===== src/rtl/bcd_score_counter.sv =====
// bcd_score_counter: cascaded BCD up/down counter with parallel load,
// wrap-or-clamp limit handling and one-cycle overflow/underflow pulses.
// Carry and borrow ripple through every digit combinationally, so a
// step always lands in one clock.
module bcd_score_counter #(
    parameter int DIGITS   = 4,
    parameter bit SATURATE = 1'b0
) (
    input  logic                  clock,
    input  logic                  resetn,
    input  logic                  enable,
    input  logic                  up,
    input  logic [3:0]            step,
    input  logic                  load,
    input  logic [4*DIGITS-1:0]   load_value,
    output logic [4*DIGITS-1:0]   value,
    output logic                  overflow,
    output logic                  underflow,
    output logic                  is_zero
);

    localparam int W = 4 * DIGITS;

    // Registered state
    logic [W-1:0] r_value;
    logic         r_overflow;
    logic         r_underflow;

    // Combinational helpers
    logic [3:0]   w_step;
    logic [W-1:0] w_load_clamped;
    logic [W-1:0] w_add;
    logic [W-1:0] w_sub;
    logic         w_carry;
    logic         w_borrow;
    logic [3:0]   w_digit;
    logic [3:0]   w_op;
    logic [4:0]   w_sum;
    logic [4:0]   w_sum_adj;
    logic [4:0]   w_need;
    logic [4:0]   w_diff;
    logic [4:0]   w_diff_wrap;
    logic [3:0]   w_ld_digit;
    logic [W-1:0] w_next_value;
    logic         w_next_overflow;
    logic         w_next_underflow;

    // Clamp illegal BCD digits on the step and the load value to 9
    always_comb begin
        w_step         = (step > 4'd9) ? 4'd9 : step;
        w_load_clamped = {W{1'b0}};
        w_ld_digit     = 4'd0;
        for (int i = 0; i < DIGITS; i++) begin
            w_ld_digit = load_value[i*4 +: 4];
            if (w_ld_digit > 4'd9) begin
                w_load_clamped[i*4 +: 4] = 4'd9;
            end else begin
                w_load_clamped[i*4 +: 4] = w_ld_digit;
            end
        end
    end

    // Decimal add and subtract of the step, rippling carry/borrow across digits
    always_comb begin
        w_add       = {W{1'b0}};
        w_sub       = {W{1'b0}};
        w_carry     = 1'b0;
        w_borrow    = 1'b0;
        w_digit     = 4'd0;
        w_op        = 4'd0;
        w_sum       = 5'd0;
        w_sum_adj   = 5'd0;
        w_need      = 5'd0;
        w_diff      = 5'd0;
        w_diff_wrap = 5'd0;
        for (int i = 0; i < DIGITS; i++) begin
            w_digit = r_value[i*4 +: 4];
            w_op    = (i == 0) ? w_step : 4'd0;
            // add path
            w_sum     = {1'b0, w_digit} + {1'b0, w_op} + {4'd0, w_carry};
            w_sum_adj = w_sum - 5'd10;
            if (w_sum > 5'd9) begin
                w_add[i*4 +: 4] = w_sum_adj[3:0];
                w_carry         = 1'b1;
            end else begin
                w_add[i*4 +: 4] = w_sum[3:0];
                w_carry         = 1'b0;
            end
            // subtract path: modulo-32 arithmetic keeps the low nibble correct
            w_need      = {1'b0, w_op} + {4'd0, w_borrow};
            w_diff      = {1'b0, w_digit} - w_need;
            w_diff_wrap = w_diff + 5'd10;
            if ({1'b0, w_digit} < w_need) begin
                w_sub[i*4 +: 4] = w_diff_wrap[3:0];
                w_borrow        = 1'b1;
            end else begin
                w_sub[i*4 +: 4] = w_diff[3:0];
                w_borrow        = 1'b0;
            end
        end
    end

    // Select next value and limit flags: load beats count, count beats hold
    always_comb begin
        w_next_value     = r_value;
        w_next_overflow  = 1'b0;
        w_next_underflow = 1'b0;
        if (load) begin
            w_next_value = w_load_clamped;
        end else if (enable) begin
            if (up) begin
                if (w_carry) begin
                    w_next_overflow = 1'b1;
                    w_next_value    = SATURATE ? {DIGITS{4'd9}} : w_add;
                end else begin
                    w_next_value = w_add;
                end
            end else begin
                if (w_borrow) begin
                    w_next_underflow = 1'b1;
                    w_next_value     = SATURATE ? {W{1'b0}} : w_sub;
                end else begin
                    w_next_value = w_sub;
                end
            end
        end else begin
            w_next_value = r_value;
        end
    end

    // State register with synchronous active-low reset
    always_ff @(posedge clock) begin
        if (!resetn) begin
            r_value     <= {W{1'b0}};
            r_overflow  <= 1'b0;
            r_underflow <= 1'b0;
        end else begin
            r_value     <= w_next_value;
            r_overflow  <= w_next_overflow;
            r_underflow <= w_next_underflow;
        end
    end

    assign value     = r_value;
    assign overflow  = r_overflow;
    assign underflow = r_underflow;
    assign is_zero   = (r_value == {W{1'b0}});

endmodule


===== config.mk =====
export PLATFORM = sky130hd
export DESIGN_NAME = bcd_score_counter
export DESIGN_NICKNAME = d
export VERILOG_FILES = /design/src/rtl/bcd_score_counter.sv
export SDC_FILE = /design/constraint.sdc
export NUM_CORES = 1
export LEC_CHECK = 0
export ABC_CLOCK_PERIOD_IN_PS = 8900
export BUFFER_PORTS_ARGS = -buffer_cell sky130_fd_sc_hd__buf_4
export CAP_MARGIN = 20
export CORE_UTILIZATION = 55
export CTS_BUF_LIST = sky130_fd_sc_hd__clkbuf_4 sky130_fd_sc_hd__clkbuf_8
export DETAILED_ROUTE_END_ITERATION = 8
export GPL_ROUTABILITY_DRIVEN = 1
export PLACE_DENSITY = 0.79
export SLEW_MARGIN = 40
export SYNTH_ARGS = -nofsm -noshare
export SYNTH_HDL_FRONTEND = slang
export SYNTH_SLANG_ARGS = --single-unit

===== constraint.sdc =====
create_clock -name clock -period 8.9 [get_ports clock]
set_clock_uncertainty 0.1 [all_clocks]
set_input_delay 1.78 -clock clock [delete_from_list [all_inputs] [get_ports clock]]
set_output_delay 1.78 -clock clock [all_outputs]
set_load 0.02 [all_outputs]

# Word-level counts from Yosys, hierarchy flattened
# Cells that the tools add are included.
# Widths: inputs -> output; s select.
# word_totals
out_inout_bits,19
in_bits,25
word_cells,65
register_bits,18
# classes
muxes,26
order_cmp,13
add_sub_neg,16
n_bitwise,3
n_reduce_logical,4
# op_table
operator,count
$mux 4,13
$mux 16,3
$gt 4x4->1 const B,5
$gt 5x4->1 const B,4
$add 4x4->4 const B,4
$logic_not 16->1,1
$sub 4x4->4 const B,4
$add 4x1->5,3
$lt 4x1->1,3
$sub 4x1->4,3
$mux 1,10
$reduce_or 4->1,2
$add 4x4->5,1
$lt 4x4->1,1
$sub 4x4->4,1
$not 1->1,3
$reduce_bool 2->1,1

# Longest topological paths before layout
# Gate-level depths: netlist of the first run.
# logic_depth
depth_word,17
depth_mapped,35
ltp_nobuf,35

# Least setup slack after synthesis of the first run
# No wires, ideal clock.
# synth_timing
kind,input port to flip-flop
startpoint,input port step[2]
endpoint,register r_value[14] (netlist: value[14])
setup_ns,0.058
required_time_ns,8.742
path_buffers,0
slack_ns,0.984
arrival_time_ns,7.758
stages,31
cell_sequence,o21ai_0 -> nand2b_1 -> ha_1 -> fa_1 -> xor2_1 -> ha_1 -> a22oi_1 -> a311oi_2 -> inv_1 -> ha_1 -> ha_1 -> xnor2_1 -> ha_1 -> nand2_1 -> a31oi_1 -> inv_1 -> ha_1 -> ha_1 -> xnor2_1 -> ha_1 -> nand2_1 -> nand3_1 -> nand2_1 -> ha_1 -> ha_1 -> xnor2_1 -> ha_1 -> nor2b_1 -> or4_1 -> a31oi_1 -> o21a_1
# synth_via
elab_chain_len,17
elab_cells_between_ends,28
classes_between,7 x add/sub; 9 x order compare; 12 x mux
# synth_rtl
element,line,source
"start, declared",13,"input logic [3:0] step,"
$gt 4x4->1,50,w_step = (step > 4'd9) ? 4'd9 : step;
$mux 4 *,50,
$add 4x4->5,80,"w_sum = {1'b0, w_digit} + {1'b0, w_op} + {4'd0, w_carry};"
$gt 5x4->1,82,if (w_sum > 5'd9) begin
$mux 1,82,
$add 4x1->5,80,
$gt 5x4->1,82,
$mux 1,82,
$add 4x1->5,80,
$gt 5x4->1,82,
$mux 1,82,
$add 4x1->5,80,
$sub 4x4->4 / $gt 5x4->1 (equally long branches),"81, 82",
$mux 4,82,
$mux 16 *,111,if (up) begin
$mux 16 *,110,end else if (enable) begin
$mux 16 *,108,if (load) begin
"end signal, assigned",134,r_value <= {W{1'b0}};
"end signal, assigned",138,r_value <= w_next_value;
"end, declared",25,logic [W-1:0] r_value;
# Mark *: on every way between the ends. The rest lies on a longest branch, timed or not. The select of a mux whose other input is x is not followed.
# A chain may end at the register's enable or synchronous reset.

# Worst setup path in the final report of the first run
# Same ends and word-level chain as after synthesis.

==> impl_metrics.yaml, run 1 <==
setup_path:
  cpMaxStageDelayCell: "or4_1"
  worstReg2RegEnd: "value[14]"
  cp_max_fo: 7
  arrival_ps: 8370
  required_ps: 9000
  cp_common_cell: "ha_1"
  r2r-start: "value[0]"
  endpoint_kind: "register"
  reg2reg_depth: 29
  r2r_slack_ps: 2120
  cp-start-kind: "input port"
  crit_type: "in -> reg"
  max_stage_delay_ps: 500
synthesis:
  ys_warn_count: 0
  syn-instance-count: 332
  ys_types: 60
  synth_area_sq_um: 2490
  synth_edf_count: 0
  async_flop_share_pct: 0
  synth_flop_cell: "dfxtp_1"
  ys_ff_latch: 18
  ys_seq_area_share_pct: 14.5
  synth_fp_nets: 390
  avgSynthCellArea_sq_um: 7.50
floorplanning:
  rows: 24
  num_io_pins: 44
  start_util_pct: 57.2
  core_sq_um: 4350
  die_w_um: 69.3
  die_area_sq_um: 4800
  fp.dieH_um: 69.3
power_and_ir_drop:
  p_clk_share_pct: 16.4
  seq_power_share_pct: 25.1
  p_leak_nw: 1.36
  vdd.ir_drop.worst_uv: 75.5
  p_sw_w: 0.000185
  swShare_pct: 43.0
  power_frac_comb_pct: 58.5
  power_density_nw_per_um2: 150
  internal_power_w: 0.000245
flow_run:
  drv_cap: 0
cells_and_area:
  fin_area_sq_um: 2860
  final_nets: 418
  final_cells: 411
  syn2layout_area_growth_pct: 15.0
  antenna_cells: 0
  final_common_cell: "buf_4"
  drive_above_1_share_pct: 16.2
  final_cell_mix: "buf_4 (43), ha_1 (31), inv_1 (30)"
sta:
  fin_crit_sh_pct: 92.9
  fmax_ghz: 0.121
  finalHoldViolCount: 0
  tns_ps: 0
  finalSetupViolCount: 0
  tightest_slew_ps: 518
  slew_headroom_pct: 65.4
  slew_viol_final: 0
  rsz0062_at_grt: "no"
  timing.hold.ws_ps: 645
  fin_crit_ps: 8270
clock_network:
  clk_latency_ps: 260
  clk_pin_slew_ps: 80
  postCtsSetupBuffers: 0
  cts.sinks: 18
  cts.htree.levels: 1
  postCtsHoldBufs: 0
  numCtsBuffers: 3
  cts-root-buf: "clkbuf_8"
  clk_path_buf_depth: 2
  cts_tree: "built"
global_routing:
  grt_use_met2_pct: 42.6
  gr-usage-met1_pct: 38.0
  grt-ovfl-total: 0
  antenna_found_initial: 0
  grt_max_degree: 39
  grt_util_met3_pct: 2.33
  grt-busiest-layer: "met2"
  grt_pass1_wl_mm: 10.6
  grt_pass1_vias: 2232
  grt.total_usage_pct: 26.1
placement:
  hpwlAfterDp_mm: 4.71
  numPortBuffers: 43
  gp_congestion: 0.955
  dpl_cell_area_sq_um: 2790
  dp.cells: 407
hold_path:
  min_path_cells: 4
  worstHoldStart: "value[0]"
  min_to: "value[0]"
  hp-class: "reg -> reg"
routing:
  wire_per_inst_um: 15.2
  num_vias: 2512
  drtPass1Iterations: 4
  via_per_inst: 6.11
  wl_mm: 6.27
  post-route-drc-count: 0
  drt_iter0_drc: 214
  drtAntennaViolNets: 0
outcome:
  status: "finished, final reports clean"
## how the worst max path moves through the flow
stage | to | startpoint | cells after the start
6_report | value[14] | step[2] | 32
5_1_grt | value[14] | step[2] | 32
4_1_cts | value[14] | step[2] | 32
3_5_place_dp | value[14] | step[2] | 32
3_3_place_gp | value[14] | step[2] | 32
2_1_floorplan | value[14] | step[2] | 31
## registers in the layout, indices dropped and copies added (netlist names)
signal and count:
value 16, overflow 1, underflow 1
## synthesized netlist by cell type (all sizes together), types with 2 or more instances
library cell,number,area [sq um]
nand2,21,78.8
a311oi,2,23.8
a211oi,2,15.0
o31ai,6,45.0
nor3,4,20.0
nand3,12,60.1
a21o,3,22.5
or4,2,18.8
a21oi,21,105
nor4,3,18.8
a31oi,4,25.0
mux2i,2,20.0
nor4b,3,26.3
fa,2,40.0
o211a,3,30.0
ha,31,388
o311ai,2,17.5
and2,3,20.0
clkbuf,15,56.3
nor2,25,93.8
nor2b,7,43.8
o211ai,4,30.0
a41o,6,60.1
dfxtp,18,360
nand2b,15,93.8
xnor2,11,96.3
xor2,6,52.6
nand3b,5,37.5
nor3b,5,42.5
a22oi,2,15.0
inv,30,113
o21a,3,22.5
buf,5,28.8
and3,2,12.5
o311a,8,80.1
o21ai,21,105
a2bb2oi,2,17.5
## area by class of cell
type	count	area [sq um]
well taps	52	65.1
inverters	30	113
fillers	391	1490
clock buffers	4	55.1
repair buffers	43	323
flip-flops and latches	18	360
multi-input cells	264	1950
## cell families after synthesis
family                   count (synthesis)  share of synthesized area (%)
buffers and inverters                   50                           7.94
adder cells (fa/ha/maj)                 33                           17.2
multiplexers                             3                           1.26
flip-flops                              18                           14.5
XOR/XNOR                                18                           6.88
AO/OA/AOI/OAI                           98                           27.8
AND/OR/NAND/NOR                        112                           24.5
## power groups by stage
stage / combinational [W] / sequential [W] / clock (W)
final: 0.000252 / 0.000108 / 0.0000703
after global routing: 0.000283 / 0.000110 / 0.0000756
after CTS: 0.000250 / 0.000107 / 0.0000724
after detailed placement: 0.000248 / 0.000109 / 0
after global placement: 0.000241 / 0.000109 / 0
after floorplan: 0.000188 / 0.000109 / 0
## critical path: cells and delay by family
family	cells	cell delay, ps
fa+ha+maj	12	3020
compound gates	6	1150
simple gates	7	1140
xor+xnor	4	1030
buf+inv	3	260
## layer usage
| layer | vias to the layer above | wire length [um] |
|---|---|---|
| li1 | 1266 | - |
| met1 | 1182 | 3020 |
| met2 | 62 | 2950 |
| met3 | 2 | 278 |
| met4 | 0 | 14 |
| met5 | - | 0 |
## repair_timing
action | 4_1_cts | 5_1_grt
endpoints found under the setup margin | 0 | 3
resized for setup | 0 | 2
hold endpoints to repair | 0 | 0
## stage by stage
stage          total power, W  setup WS (ps)  util (%)
6_report             0.000430            630      65.7
3_3_place_gp         0.000350            465      64.1
3_5_place_dp         0.000357            203      64.1
4_1_cts              0.000429            444      65.4
2_1_floorplan        0.000297            984         -
5_1_grt              0.000468           47.8      65.7
Power figures use the tool's default switching activity.
==> inputs of run 2 (changes only) <==
CELL_PAD_IN_SITES_DETAIL_PLACEMENT = 2   (was default)
CELL_PAD_IN_SITES_GLOBAL_PLACEMENT = 2   (was default)
CORE_UTILIZATION = 33   (was 55)
PLACE_DENSITY = default   (was 0.79)
PLACE_DENSITY_LB_ADDON = 0.1   (was default)
==> impl_metrics.yaml, run 2 (synthesis results as in run 1) <==
setup_path:
  cp_max_fo: 7
  crit_start: "step[2]"
  max_stage_delay_ps: 510
  worstSetupEndpoint: "value[14]"
  r2r-start: "value[0]"
  cp_num_buf_inv: 3
  path_depth: 33
  crit_type: "in -> reg"
  r2r_slack_ps: 2010
  cpMaxStageDelayCell: "or4_1"
  cp_common_cell: "ha_1"
  endpoint_kind: "register"
  reg2reg_depth: 30
  required_ps: 9010
  cp-start-kind: "input port"
  arrival_ps: 8490
  worstReg2RegEnd: "value[14]"
  crit_family: "adder cells"
clock_network:
  cts_tree: "built"
  numCtsBuffers: 3
  clk_path_buf_depth: 2
  cts-root-buf: "clkbuf_8"
  clk_pin_slew_ps: 90
  cts.sinks: 18
  clk_latency_ps: 270
  cts.htree.levels: 1
  postCtsSetupBuffers: 0
cells_and_area:
  final_cell_mix: "buf_4 (43), ha_1 (31), inv_1 (30)"
  final_cells: 458
  largest_reg_flops: 16
  final_nets: 418
  syn2layout_area_growth_pct: 17.6
  antenna_cells: 0
  drive_above_1_share_pct: 16.4
  post-route-util_pct: 40.2
  final_common_cell: "buf_4"
power_and_ir_drop:
  vdd.ir_drop.worst_uv: 49.3
  p_leak_nw: 1.36
  p_total_w: 0.000448
  power_density_nw_per_um2: 153
placement:
  preCtsSetupSlack_ps: -9.12
  gp_congestion: 0.795
  dp.cells: 454
  numPortBuffers: 43
  hpwlAfterDp_mm: 6.50
routing:
  wl_met2_mm: 4.29
  drtAntennaViolNets: 0
  via_per_inst: 5.57
  post-route-drc-count: 0
  drt_iter0_drc: 78
  wire_per_inst_um: 18.4
  highest_layer: "met4"
  wl_mm: 8.45
  wirelength_met1_mm: 3.95
  drtPass1Iterations: 4
  num_vias: 2551
  met3_length_um: 100
sta:
  finalSetupViolCount: 0
  rsz0062_at_grt: "no"
  tightest_slew_ps: 550
  timing.hold.ws_ps: 653
  fmax_ghz: 0.119
  fin_crit_sh_pct: 94.2
  setup_slack_ps: 518
  slew_viol_final: 0
  fin_crit_ps: 8380
  finalHoldViolCount: 0
  slew_headroom_pct: 63.3
hold_path:
  hp-class: "reg -> reg"
global_routing:
  grt-ovfl-total: 0
  antenna_found_initial: 0
  grt_pass1_vias: 2690
  grt.total_usage_pct: 22.3
  grt_max_degree: 39
  grt_pass1_wl_mm: 13.3
outcome:
  status: "finished, final reports clean"
floorplanning:
  num_io_pins: 44
  die_area_sq_um: 7900
  start_util_pct: 34.1
  die_w_um: 88.9
  core_sq_um: 7290
  fp.dieH_um: 88.9
  rows: 31
flow_run:
  drv_cap: 0
[run 2: cell counts in the layout (fill, tap and decap cells not counted)]
Identical to the previous run, type by type.
[run 2: cell type report]
| class | count | area [sq um] |
|---|---|---|
| tap | 99 | 124 |
| multi-input combinational | 264 | 1950 |
| inverter | 30 | 113 |
| fill | 873 | 4360 |
| sequential | 18 | 360 |
| clock buffer | 4 | 55.1 |
| timing repair buffer | 43 | 323 |
[run 2: metal layers]
layer	GRT usage, %	vias to the layer above
li1	-	1256
met1	27.5	1253
met2	41.3	34
met3	1.68	8
met4	6.30	0
met5	0	-
[run 2: power breakdown]
| group | internal [W] | leakage [nW] | total, W | switching, W |
|---|---|---|---|---|
| clock | 0.0000395 | 0.0288 | 0.0000733 | 0.0000338 |
| combinational | 0.000119 | 1.19 | 0.000265 | 0.000146 |
| sequential | 0.0000886 | 0.149 | 0.000109 | 0.0000206 |
[run 2: repair_timing]
action / in CTS / in global routing
endpoints found under the hold margin: 0 / 0
setup endpoints to repair: 0 / 4
hold buffers: 0 / 0
resized for setup: 0 / 3
[run 2: per-stage QoR]
step	cell area (sq um)	setup TNS (ps)
2_1_floorplan	2490	0
3_3_place_gp	2850	0
3_5_place_dp	2850	-9.12
4_1_cts	2910	0
5_1_grt	2930	0
6_report	2930	0
[run 2: how the worst min path moves through the flow]
stage                          from         to  slack, ps  cells after the start
after CTS                 value[12]  value[12]        670                      3
after global routing      value[12]  value[12]        730                      3
after floorplan            value[0]   value[0]        660                      4
after detailed placement  value[12]  value[12]        660                      3
after global placement     value[0]   value[0]        630                      4
final                     value[12]  value[12]        650                      3
[run 2: worst min-delay path, delay by kind of cell (launching register included)]
kind	cells	cell delay, ps
simple gates	1	120
compound gates	2	240
flops	1	360
==> inputs of run 3 (changes only) <==
CORE_MARGIN = 2   (was default)
==> impl_metrics.yaml, run 3 (synthesis results as in run 1) <==
outcome:
  status: "finished, final reports clean"
setup_path:
  max_stage_delay_ps: 500
  r2r_slack_ps: 2150
  crit_type: "in -> reg"
  worstReg2RegEnd: "value[14]"
  cp-start-kind: "input port"
  arrival_ps: 8370
  cp_common_cell: "ha_1"
  crit_family: "adder cells"
  r2r-start: "value[0]"
  reg2reg_depth: 29
  endpoint_kind: "register"
  cpMaxStageDelayCell: "or4_1"
  required_ps: 9010
  cp_num_buf_inv: 3
  cp_max_fo: 7
cells_and_area:
  final_common_cell: "buf_4"
  drive_above_1_share_pct: 16.9
  final_cells: 459
  post-route-util_pct: 40.3
  syn2layout_area_growth_pct: 18.0
  seqCellArea_sq_um: 360
  fillers: 883
  largest_reg_flops: 16
  final_nets: 419
  antenna_cells: 0
  final_cell_mix: "buf_4 (44), ha_1 (31), inv_1 (30)"
  multi_input_area_sq_um: 1960
sta:
  finalSetupViolCount: 0
  fin_crit_sh_pct: 92.8
  slew_headroom_pct: 64.2
  timing.hold.ws_ps: 653
  tns_ps: 0
  tightest_slew_ps: 532
  fin_crit_ps: 8260
  fmax_ghz: 0.121
  slew_viol_final: 0
  finalHoldViolCount: 0
  rsz0062_at_grt: "no"
clock_network:
  numCtsBuffers: 3
  clk_latency_ps: 260
  cts.htree.levels: 1
  cts_tree: "built"
  cts-root-buf: "clkbuf_8"
  clk_path_buf_depth: 2
  clk_pin_slew_ps: 80
  postCtsHoldBufs: 0
  cts.sinks: 18
floorplanning:
  die_w_um: 90.9
  start_util_pct: 34.1
  fp.dieH_um: 90.9
  rows: 31
  core_sq_um: 7290
  die_area_sq_um: 8260
  num_io_pins: 44
hold_path:
  min_path_cells: 4
  hp-class: "reg -> reg"
  min_to: "value[0]"
  worstHoldStart: "value[0]"
placement:
  numPortBuffers: 43
  hpwlAfterDp_mm: 6.27
  gp_congestion: 0.830
  dp.cells: 454
power_and_ir_drop:
  p_leak_nw: 1.37
  power_density_nw_per_um2: 153
  vdd.ir_drop.worst_uv: 47.4
  p_total_w: 0.000449
global_routing:
  grt_pass1_vias: 2733
  grt_pass1_wl_mm: 13.8
  antenna_found_initial: 0
  gr-usage-met1_pct: 27.3
  grt-busiest-layer: "met2"
  grt.total_usage_pct: 20.5
  grt_util_met3_pct: 1.17
  grt_max_degree: 39
  grt_use_met2_pct: 36.3
  grt-ovfl-total: 0
routing:
  drt_iter0_drc: 48
  num_vias: 2545
  drtPass1Iterations: 4
  wl_mm: 8.23
  wire_per_inst_um: 17.9
  via_per_inst: 5.54
  drtAntennaViolNets: 0
  post-route-drc-count: 0
flow_run:
  drv_cap: 0
==> run 3: worst reg2reg max path, delay by kind of cell, from the launching register on <==
family	cells	cell delay, ps
adders and majority gates	12	3090
and+or+nand+nor	6	1060
xor gates and xnor gates	4	990
AOI/OAI and AO/OA	5	930
DFF	1	360
buffers and inverters	2	170
==> run 3: worst max-delay path by stage <==
stage	startpoint	end	slack, ps	cells after the start
2_1_floorplan	step[2]	value[14]	980	31
3_3_place_gp	step[2]	value[14]	370	32
3_5_place_dp	step[2]	value[14]	9	32
4_1_cts	step[2]	value[14]	250	32
5_1_grt	step[2]	value[14]	70	32
6_report	step[2]	value[14]	640	32
==> run 3: per-stage QoR <==
| stage | instance area [sq um] | worst slack [ps] |
|---|---|---|
| 2_1_floorplan | 2490 | 984 |
| 3_3_place_gp | 2850 | 373 |
| 3_5_place_dp | 2850 | 8.86 |
| 4_1_cts | 2910 | 253 |
| 5_1_grt | 2940 | 73.7 |
| 6_report | 2940 | 644 |
==> run 3: timing repair <==
item | CTS | global route
resized for setup | 0 | 4
setup endpoints to repair | 0 | 4
setup buffers | 0 | 1
==> run 3: cell type report <==
| cell class | count | share of cell area, % |
|---|---|---|
| clock buffer | 4 | 1.87 |
| inverter | 30 | 3.83 |
| multi-input combinational | 264 | 66.6 |
| sequential | 18 | 12.3 |
| tap | 99 | 4.21 |
| timing repair buffer | 44 | 11.2 |
==> run 3: metal layers <==
metal / up-vias / routed length [um]
li1: 1258 / -
met1: 1243 / 3890
met2: 38 / 4070
met3: 6 / 172
met4: 0 / 95
met5: - / 0
==> run 3: report_power, final <==
part / internal [W] / switching [W]
Clock: 0.0000394 / 0.0000336
Sequential: 0.0000886 / 0.0000200
Combinational: 0.000121 / 0.000147
